==> src/rtl/mcycle_ctrl_pkg.sv <==
// Shared types and constants for the multi-cycle EX scheduler.
package mcycle_ctrl_pkg;

  localparam int unsigned WORD_W  = 32;
  localparam int unsigned DWORD_W = 64;
  localparam int unsigned STALL_W = 6;

  localparam logic [STALL_W-1:0] STALL_NONE = 6'b000000;
  localparam logic [STALL_W-1:0] STALL_ID   = 6'b000111;
  localparam logic [STALL_W-1:0] STALL_EX   = 6'b001111;

  typedef enum logic [1:0] {
    ST_IDLE     = 2'b00,
    ST_MACC     = 2'b01,
    ST_DIV_WAIT = 2'b10,
    ST_DIVZ     = 2'b11
  } mc_state_e;

  typedef enum logic [1:0] {
    MC_MADD = 2'b00,
    MC_MSUB = 2'b01,
    MC_DIV  = 2'b10,
    MC_DIVU = 2'b11
  } mc_kind_e;

  typedef struct packed {
    logic [WORD_W-1:0] hi;
    logic [WORD_W-1:0] lo;
  } hilo_t;

  function automatic logic kind_is_div(input logic [1:0] kind);
    return (kind == MC_DIV) || (kind == MC_DIVU);
  endfunction

endpackage

==> src/rtl/mcycle_ctrl_if.sv <==
// EX / divider / pipeline-control signals seen by the multi-cycle scheduler.
interface mcycle_ctrl_if import mcycle_ctrl_pkg::*; ();

  logic                stallreq_id;
  logic                flush;
  logic                ex_mc_valid;
  logic [1:0]          ex_mc_kind;
  logic [DWORD_W-1:0]  ex_mul_prod;
  logic [WORD_W-1:0]   ex_opdata1;
  logic [WORD_W-1:0]   ex_opdata2;
  hilo_t               hilo_cur;
  logic                div_ready;
  hilo_t               div_result;
  logic                div_start;
  logic                div_signed;
  logic                div_annul;
  logic                mc_done;
  hilo_t               mc_result;
  logic [STALL_W-1:0]  stall;

  modport slave (
    input  stallreq_id, flush, ex_mc_valid, ex_mc_kind, ex_mul_prod,
           ex_opdata1, ex_opdata2, hilo_cur, div_ready, div_result,
    output div_start, div_signed, div_annul, mc_done, mc_result, stall
  );

  modport master (
    output stallreq_id, flush, ex_mc_valid, ex_mc_kind, ex_mul_prod,
           ex_opdata1, ex_opdata2, hilo_cur, div_ready, div_result,
    input  div_start, div_signed, div_annul, mc_done, mc_result, stall
  );

endinterface

==> src/rtl/mcycle_ctrl_acc.sv <==
// 64-bit HI/LO accumulate: hilo +/- latched product, modulo 2^64.
module mcycle_ctrl_acc import mcycle_ctrl_pkg::*; (
  input  logic [DWORD_W-1:0] i_hilo,
  input  logic [DWORD_W-1:0] i_tmp,
  input  logic               i_sub,
  output logic [DWORD_W-1:0] o_res
);

  assign o_res = i_sub ? (i_hilo - i_tmp) : (i_hilo + i_tmp);

endmodule

==> src/rtl/mcycle_ctrl.sv <==
// Multi-cycle EX scheduler: MADD/MSUB accumulate, optional DIV/DIVU handshake,
// pipeline stall vector. Define MCYCLE_DIV_EN to build divider sequencing.
module mcycle_ctrl import mcycle_ctrl_pkg::*; (
  input  logic         clk,
  input  logic         rst,
  mcycle_ctrl_if.slave bus
);

  mc_state_e          r_state;
  logic [DWORD_W-1:0] r_tmp;
  logic               r_sub;
  logic               r_done_q;

  logic               w_kind_en;
  logic               w_start;
  logic               w_ex_req;
  logic               w_mc_done;
  logic [DWORD_W-1:0] w_result;
  logic [DWORD_W-1:0] w_acc;
  logic               w_unused;

  mcycle_ctrl_acc u_mc_acc (
    .i_hilo (DWORD_W'(bus.hilo_cur)),
    .i_tmp  (r_tmp),
    .i_sub  (r_sub),
    .o_res  (w_acc)
  );

`ifdef MCYCLE_DIV_EN
  logic w_div_start;

  assign w_kind_en   = 1'b1;
  assign w_div_start = w_start & ~bus.flush & kind_is_div(bus.ex_mc_kind) &
                       (bus.ex_opdata2 != '0);
  assign bus.div_start  = w_div_start;
  assign bus.div_signed = w_div_start & (bus.ex_mc_kind == MC_DIV);
  assign bus.div_annul  = bus.flush & (r_state == ST_DIV_WAIT);
  // Dividend goes straight from EX to the divider.
  assign w_unused = ^bus.ex_opdata1;
`else
  assign w_kind_en      = ~kind_is_div(bus.ex_mc_kind);
  assign bus.div_start  = 1'b0;
  assign bus.div_signed = 1'b0;
  assign bus.div_annul  = 1'b0;
  assign w_unused = ^{bus.ex_opdata1, bus.ex_opdata2, bus.div_ready, bus.div_result};
`endif

  // done_q blocks the instruction just leaving EX from retriggering.
  assign w_start = ~rst & (r_state == ST_IDLE) & bus.ex_mc_valid & ~r_done_q & w_kind_en;

  always_comb begin
    w_mc_done = 1'b0;
    w_result  = '0;
    case (r_state)
      ST_MACC: begin
        w_mc_done = 1'b1;
        w_result  = w_acc;
      end
`ifdef MCYCLE_DIV_EN
      ST_DIV_WAIT: begin
        if (bus.div_ready) begin
          w_mc_done = 1'b1;
          w_result  = DWORD_W'(bus.div_result);
        end
      end
      ST_DIVZ: w_mc_done = 1'b1;
`endif
      default: ;
    endcase
    if (bus.flush) begin
      w_mc_done = 1'b0;
      w_result  = '0;
    end
  end

  assign w_ex_req = ~rst & ~bus.flush &
                    (w_start | ((r_state != ST_IDLE) & ~w_mc_done));

  assign bus.stall     = rst         ? STALL_NONE :
                         w_ex_req    ? STALL_EX   :
                         bus.stallreq_id ? STALL_ID : STALL_NONE;
  assign bus.mc_done   = w_mc_done;
  assign bus.mc_result = hilo_t'(w_result);

  always_ff @(posedge clk or posedge rst) begin
    if (rst) begin
      r_state  <= ST_IDLE;
      r_tmp    <= '0;
      r_sub    <= 1'b0;
      r_done_q <= 1'b0;
    end else begin
      r_done_q <= w_mc_done;
      if (bus.flush) begin
        r_state <= ST_IDLE;
        r_tmp   <= '0;
      end else begin
        case (r_state)
          ST_IDLE: begin
            if (w_start) begin
              r_state <= ST_MACC;
              r_tmp   <= bus.ex_mul_prod;
              r_sub   <= (bus.ex_mc_kind == MC_MSUB);
`ifdef MCYCLE_DIV_EN
              if (kind_is_div(bus.ex_mc_kind))
                r_state <= (bus.ex_opdata2 == '0) ? ST_DIVZ : ST_DIV_WAIT;
`endif
            end
          end
          ST_MACC: r_state <= ST_IDLE;
`ifdef MCYCLE_DIV_EN
          ST_DIV_WAIT: if (bus.div_ready) r_state <= ST_IDLE;
          ST_DIVZ:     r_state <= ST_IDLE;
`endif
          default: r_state <= ST_IDLE;
        endcase
      end
    end
  end

endmodule

==> src/flat_wrapper.sv <==
// flat-port wrapper written by rule: the top's interface ports become plain ports
module mcycle_ctrl_flat import mcycle_ctrl_pkg::*;
  (clk, rst, bus_stallreq_id, bus_flush, bus_ex_mc_valid, bus_ex_mc_kind, bus_ex_mul_prod, bus_ex_opdata1, bus_ex_opdata2, bus_hilo_cur, bus_div_ready, bus_div_result, bus_div_start, bus_div_signed, bus_div_annul, bus_mc_done, bus_mc_result, bus_stall);
  mcycle_ctrl_if bus_i ();
  input  logic clk;
  input  logic rst;
  input wire logic [$bits(bus_i.stallreq_id)-1:0] bus_stallreq_id;
  input wire logic [$bits(bus_i.flush)-1:0] bus_flush;
  input wire logic [$bits(bus_i.ex_mc_valid)-1:0] bus_ex_mc_valid;
  input wire logic [$bits(bus_i.ex_mc_kind)-1:0] bus_ex_mc_kind;
  input wire logic [$bits(bus_i.ex_mul_prod)-1:0] bus_ex_mul_prod;
  input wire logic [$bits(bus_i.ex_opdata1)-1:0] bus_ex_opdata1;
  input wire logic [$bits(bus_i.ex_opdata2)-1:0] bus_ex_opdata2;
  input wire logic [$bits(bus_i.hilo_cur)-1:0] bus_hilo_cur;
  input wire logic [$bits(bus_i.div_ready)-1:0] bus_div_ready;
  input wire logic [$bits(bus_i.div_result)-1:0] bus_div_result;
  output wire logic [$bits(bus_i.div_start)-1:0] bus_div_start;
  output wire logic [$bits(bus_i.div_signed)-1:0] bus_div_signed;
  output wire logic [$bits(bus_i.div_annul)-1:0] bus_div_annul;
  output wire logic [$bits(bus_i.mc_done)-1:0] bus_mc_done;
  output wire logic [$bits(bus_i.mc_result)-1:0] bus_mc_result;
  output wire logic [$bits(bus_i.stall)-1:0] bus_stall;
  assign bus_i.stallreq_id = bus_stallreq_id;
  assign bus_i.flush = bus_flush;
  assign bus_i.ex_mc_valid = bus_ex_mc_valid;
  assign bus_i.ex_mc_kind = bus_ex_mc_kind;
  assign bus_i.ex_mul_prod = bus_ex_mul_prod;
  assign bus_i.ex_opdata1 = bus_ex_opdata1;
  assign bus_i.ex_opdata2 = bus_ex_opdata2;
  assign bus_i.hilo_cur = bus_hilo_cur;
  assign bus_i.div_ready = bus_div_ready;
  assign bus_i.div_result = bus_div_result;
  assign bus_div_start = bus_i.div_start;
  assign bus_div_signed = bus_i.div_signed;
  assign bus_div_annul = bus_i.div_annul;
  assign bus_mc_done = bus_i.mc_done;
  assign bus_mc_result = bus_i.mc_result;
  assign bus_stall = bus_i.stall;
  mcycle_ctrl u_core (.clk(clk), .rst(rst), .bus(bus_i));
endmodule
==> config.mk <==
export PLATFORM = sky130hd
export DESIGN_NAME = mcycle_ctrl_flat
export DESIGN_NICKNAME = d
export VERILOG_FILES = /design/src/rtl/mcycle_ctrl_pkg.sv /design/src/rtl/mcycle_ctrl_if.sv /design/src/rtl/mcycle_ctrl_acc.sv /design/src/rtl/mcycle_ctrl.sv /design/src/flat_wrapper.sv
export SDC_FILE = /design/constraint.sdc
export NUM_CORES = 1
export LEC_CHECK = 0
export ABC_AREA = 1
export CORE_MARGIN = 10
export CORE_UTILIZATION = 42
export DETAILED_ROUTE_END_ITERATION = 6
export PLACE_DENSITY = 0.74
export SETUP_SLACK_MARGIN = 0.1
export SYNTH_ARGS = -nofsm -noshare
export SYNTH_HDL_FRONTEND = slang
export SYNTH_SLANG_ARGS = --single-unit
==> constraint.sdc <==
create_clock -name clk -period 7.17 [get_ports clk]
set_input_delay 0.717 -clock clk [delete_from_list [all_inputs] [get_ports clk]]
set_output_delay 0.717 -clock clk [all_outputs]
set_load 0.02 [all_outputs]
# Word-level counts from Yosys, hierarchy flattened
# Cells that the tools add are included.
totals:
  register_bits: 68
  latchBits: 0
  mem_bits_rw: 0
  romBits: 0
  input_bits: 264
  out_inout_bits: 74
  word_cells: 45
  mem_count: 0
op_classes:
  n_addsub: 2
  n_mul: 0
  n_div: 0
  order_cmp: 0
  n_eq_ne: 5
  shift: 0
  mux: 14
  bitwise_logic: 13
  n_reduce_logical: 7
op_table:
  columns: ["cell", "count"]
  rows:
  - ["$mux W64", 6]
  - ["$add A64 B64 Y64", 1]
  - ["$sub A64 B64 Y64", 1]
  - ["$mux W6", 2]
  - ["$and A1 B1 Y1", 7]
  - ["$mux W2", 3]
  - ["$reduce_bool A2 Y1", 3]
  - ["$not A1 Y1", 5]
  - ["$eq A2 B1 Y1 const B", 2]
  - ["$eq A2 B2 Y1 const B", 2]
  - ["$mux W3", 1]
  - ["$ne A3 B2 Y1 const B", 1]
  - ["$reduce_and A3 Y1", 1]
  - ["$logic_not A2 Y1", 1]
  - ["$mux W1", 2]
  - ["$reduce_and A2 Y1", 1]
  - ["$logic_or A1 B1 Y1", 1]
  - ["$or A1 B1 Y1", 1]

# Logic depth before layout (Yosys ltp)
logic_depth:
  depth_word: 9
  depth_mapped: 28
  mapped_depth_nobuf: 28

# By module
# From an unflattened synthesis, not the netlist that was laid out.
unflattened:
  hier_cells: 2242
  hier_area_um2: 11777.5
modules_own_cells:
  columns: ["module", "n_inst", "cells_per_inst", "area_each_um2", "seq_area_each_um2"]
  rows:
  - ["mcycle_ctrl_acc", 1, 1780, 8226.6, 0.0]
  - ["mcycle_ctrl", 1, 462, 3550.9, 1676.6]

# Worst setup path after synthesis
# OpenSTA, ideal clock, no wires.
synth_path:
  kind: "input-to-output"
  startpoint: "input port rst"
  endpoint: "output port bus_stall[1]"
  arrival_ps: 3690
  required_time_ps: 6453
  setup_slack_ps: 2763
  cell_stages: 10
  n_path_buf: 3
  cell_sequence: "inv_1 -> nand3_1 -> nor3_1 -> inv_1 -> nor2_1 -> buf_2 -> buf_4 -> nor2_1 -> nor2_1 -> buf_4"
synth_between:
  elab_chain_len: 9
  word_cells_on_any_way: 10
  cone_classes: "mux (2); bitwise (8)"
synth_lines:
  columns: ["element", "line_no", "rtl"]
  rows:
  - ["start: declaration", "flat_wrapper.sv:6", "input logic rst;"]
  - ["$not A1 Y1", "mcycle_ctrl.sv:49, mcycle_ctrl.sv:76", null]
  - ["$and A1 B1 Y1 (4 in series)", "mcycle_ctrl.sv:49", "assign w_start = ~rst & (r_state == ST_IDLE) & bus.ex_mc_valid & ~r_done_q & w_kind_en;"]
  - ["$or A1 B1 Y1", "mcycle_ctrl.sv:77", "(w_start | ((r_state != ST_IDLE) & ~w_mc_done));"]
  - ["$and A1 B1 Y1", "mcycle_ctrl.sv:76", "assign w_ex_req = ~rst & ~bus.flush &"]
  - ["$mux W6", "mcycle_ctrl.sv:80", "w_ex_req ? STALL_EX :"]
  - ["$mux W6 (*)", "mcycle_ctrl.sv:79", "assign bus.stall = rst ? STALL_NONE :"]
  - ["end: declaration", "flat_wrapper.sv:22", "output wire logic [$bits(bus_i.stall)-1:0] bus_stall;"]
# Every way passes the cells marked *; elsewhere a longest branch is shown, timed or not.

# Worst setup path after layout
layout_path:
  startpoint: "register u_core.r_tmp[0]"
  endpoint: "output port bus_mc_result[63]"
layout_between:
  elab_chain_len: 4
  word_cells_on_any_way: 5
  cone_classes: "add/sub (2); mux (3)"
layout_lines:
  columns: ["element", "line_no", "rtl"]
  rows:
  - ["start: declaration", "mcycle_ctrl.sv:10", "logic [DWORD_W-1:0] r_tmp;"]
  - ["start signal: assignment", "mcycle_ctrl.sv:101", "r_tmp <= bus.ex_mul_prod;"]
  - ["$add A64 B64 Y64 or $sub A64 B64 Y64 (tied branches)", "mcycle_ctrl_acc.sv:9", "assign o_res = i_sub ? (i_hilo - i_tmp) : (i_hilo + i_tmp);"]
  - ["$mux W64 (*)", "mcycle_ctrl_acc.sv:9", null]
  - ["$mux W64 (*)", "mcycle_ctrl.sv:54", "case (r_state)"]
  - ["$mux W64 (*)", "mcycle_ctrl.sv:70", "if (bus.flush) begin"]
  - ["end: declaration", "flat_wrapper.sv:21", "output wire logic [$bits(bus_i.mc_result)-1:0] bus_mc_result;"]
# Marked as above.

==> results.sh <==
export IMPL_arrival_ns=4.86
export IMPL_crit_family="simple AND/OR/NAND/NOR gates"
export IMPL_setup_slack_ns=1.59
export IMPL_period_share_pct=77.8
export IMPL_first_global_vias=11953
export IMPL_syn_cell_area_um2=10600
export IMPL_crit_reg2reg_launch="u_core.r_state[0]"
export IMPL_synth_top_area_cell="nand2_1"
export IMPL_routed_wl_um=42100
export IMPL_slew_headroom_pct=52.5
export IMPL_clkTransAtPathRegs_ns=0.06
export IMPL_critPathKind="reg -> out"
export IMPL_p_int_mw=1.31
export IMPL_cts_resized=0
export IMPL_rows=58
export IMPL_drtPass1Iterations=6
export IMPL_syn_area_per_cell_um2=5.26
export IMPL_final_antenna_net_count=0
export IMPL_synth_top_cells_by_count="nand2_1 (753), inv_1 (379), nor2_1 (244)"
export IMPL_end_kind="primary output"
export IMPL_crit_slowest_cell="clkdlybuf4s50_1"
export IMPL_wl_per_cell_um=16.6
export IMPL_dp_cells=2518
export IMPL_fin_skew_ns=0.0105
export IMPL_power_share_switching_pct=52.8
export IMPL_rsz0062_at_grt="false"
export IMPL_drt_iter0_markers=1137
export IMPL_num_nets_final=2528
export IMPL_drv_slew=0
export IMPL_switching_power_mw=1.47
export IMPL_dp_hpwl_um=36200
export IMPL_start_kind="flip-flop"
export IMPL_p_total_mw=2.78
export IMPL_clk_latency_ns=0.33
export IMPL_hold_viol_final=0
export IMPL_min_period_ns=5.58
export IMPL_crit_chain="inv_1 > ha_1 > nand3_2 > nor2_4 > nand4_1 > o31ai_2 > nand2_1 > xor2_1 > ha_1 > nand2_1 > nor2_1 > inv_1 > nor2_1 > nand2_1 > nor3_1 > nand2_1 > nand2_1 > nor2_1 > nor2_1 > clkdlybuf4s50_1"
export IMPL_leakagePower_nw=7.36
export IMPL_synth_seq_cells=67
export IMPL_critPathBufInv=3
export IMPL_peakVddDrop_mv=0.145
export IMPL_finalNonFillerCells=2534
export IMPL_path_depth=20
export IMPL_portBuffers=203
export IMPL_critPathMaxFanout=5
export IMPL_syn2layout_area_growth_pct=25.1
export IMPL_antenna_found_initial=0
export IMPL_pwr_share_comb_pct=68.3
export IMPL_grt_overflow=0
export IMPL_place_congestion=0.962
export IMPL_synth_flop_cell="dfrtp_1"
export IMPL_min_from="u_core.r_tmp[63]"
export IMPL_viasPerCell=4.99
export IMPL_synth_seq_area_share_pct=15.8
export IMPL_clock_power_share_pct=17.2
export IMPL_synthArstFlopShare_pct=100
export IMPL_num_antenna_cells=0
export IMPL_cts_setup_buffers=0
export IMPL_path_common_cell="nand2_1"
export IMPL_track_usage_pct=25.7
export IMPL_synth_enable_flop_cells=0
export IMPL_drc=0
export IMPL_yosysUniqueCellTypes=37
export IMPL_fmax_mhz=179
export IMPL_design_die_area_um2=32000
export IMPL_seqPwrFrac_pct=14.5
export IMPL_hold_class="reg -> reg"
export IMPL_grt_pass1_wl_um=64200
export IMPL_die_w_um=179
export IMPL_rr_worst_depth=8
export IMPL_cp_startpoint="u_core.r_tmp[0]"
export IMPL_synthTopCellsByArea="nand2_1 (27%), dfrtp_1 (16%), inv_1 (13%)"
export IMPL_grt_max_degree=58
export IMPL_synth_top_area_share_pct=26.7
export IMPL_worst_slew_pin_slew_ns=0.705
export IMPL_root_buffer="clkbuf_16"
export IMPL_core_um2=25000
export IMPL_top_level_ports=338
export IMPL_powerDensity_nw_per_um2=210
export IMPL_cts_buffer_depth=2
export IMPL_tns_ns=0
export IMPL_cp_data_required_time_ns=6.45
export IMPL_cts_sinks=67
export IMPL_drv_cap=0
export IMPL_status="completed"
export IMPL_critical_path_max_stage_delay_ns=0.65
export IMPL_drive_above_1_share_pct=3.04
export IMPL_h_tree_depth=3
export IMPL_start_util_pct=42.4
export IMPL_worstHoldPathCells=2
export IMPL_cts_buffers=9
export IMPL_setup_viol=0
export IMPL_place_ws_ns=1.98
export IMPL_synth_most_common_cell="nand2_1"
export IMPL_tritoncts="done"
export IMPL_hold_buffers=0
export IMPL_die_h_um=179
export IMPL_synth_cells=2012
export IMPL_dr_total_vias=12639
export IMPL_yosysWarnings=0
power by group through the flow:
stage	combinational, mW	clock (mW)	sequential [mW]
final	1.90	0.478	0.404
after global routing	2.14	0.501	0.405
after detailed placement	1.87	0	0.410
after global placement	1.85	0	0.410
after floorplan	1.30	0	0.406
after CTS	1.87	0.485	0.403
tightest hold or removal path: cells and delay by family, from the launching register on:
| family | cells | cell delay [ns] |
|---|---|---|
| simple gates | 2 | 0.15 |
| flops | 1 | 0.36 |
path summary, 6_finish.rpt:
kind	endpoint	slack, ns
worst min register to register	u_core.r_tmp[63]	0.54
max in group asynchronous	u_core.r_tmp[23]	5.32
worst max register to register	u_core.r_tmp[33]	4.60
min in group asynchronous	u_core.r_tmp[47]	0.84
worst max-delay path	bus_mc_result[63]	1.59
worst min-delay path	u_core.r_tmp[63]	0.54
routing by layer:
metal  track usage (%)  vias to the layer above  part of all wire (%)
met2              42.7                      437                    46
met3              2.95                       42                   6.8
met4              5.68                        0                   1.9
met1              34.9                     5641                    46
met5                 0                        -                     0
li1                  -                     6519                     -
layout make-up:
class | instances | area [µm²]
sequential | 67 | 1680
inverter | 384 | 1440
tap | 330 | 413
fill | 2758 | 11700
clock inverter | 4 | 73.8
multi-input combinational | 1528 | 7310
clock buffer | 12 | 246
timing repair buffer | 209 | 2080
placed cells by master (no fill, tap or decap), drive strengths merged:
| cell | Yosys | layout |
|---|---|---|
| o31ai | 4 | 4 |
| a21oi | 111 | 111 |
| and2 | 5 | 5 |
| clkdlybuf4s50 | 0 | 203 |
| clkinv | 0 | 2 |
| ha | 64 | 64 |
| nand3b | 2 | 2 |
| o21a | 6 | 6 |
| nand3 | 79 | 79 |
| nand4 | 22 | 22 |
| a21o | 1 | 1 |
| dfrtp | 67 | 67 |
| o211ai | 1 | 1 |
| nor3 | 29 | 29 |
| inv | 384 | 384 |
| xor2 | 50 | 50 |
| or2 | 3 | 3 |
| conb | 1 | 5 |
| fa | 1 | 1 |
| xnor2 | 1 | 1 |
| clkbuf | 16 | 12 |
| nand2 | 763 | 763 |
| nor4 | 3 | 3 |
| nor3b | 4 | 4 |
| and3 | 1 | 1 |
| buf | 21 | 6 |
| nor2 | 257 | 257 |
| o21ai | 110 | 110 |
| o21bai | 6 | 6 |
| bufinv | 0 | 2 |
kinds of logic (layout without fill, tap and decap cells):
| logic type | count (synthesis) | in the layout | synth area share, % |
|---|---|---|---|
| compound gates | 239 | 239 | 11.8 |
| fa+ha+maj | 65 | 65 | 7.75 |
| other cells | 1 | 5 | 0.0354 |
| simple gates | 1168 | 1168 | 45.0 |
| flops | 67 | 67 | 15.8 |
| xor+xnor | 51 | 51 | 4.22 |
| buf+inv | 421 | 609 | 15.4 |
registers in the layout, indices dropped and copies added, names as in the netlist:
signal / flops
u_core.r_sub: 1
u_core.r_done_q: 1
u_core.r_state: 1
u_core.r_tmp: 64
stage by stage:
stage	hold slack (ns)	utilization (%)	cell area, µm²
floorplan	0.497	-	10600
global placement	0.518	51.7	12900
detailed placement	0.523	51.7	12900
CTS	0.540	53.0	13200
global route	0.567	53.0	13200
finish	0.539	53.0	13200
Power figures use the tool's default switching activity.
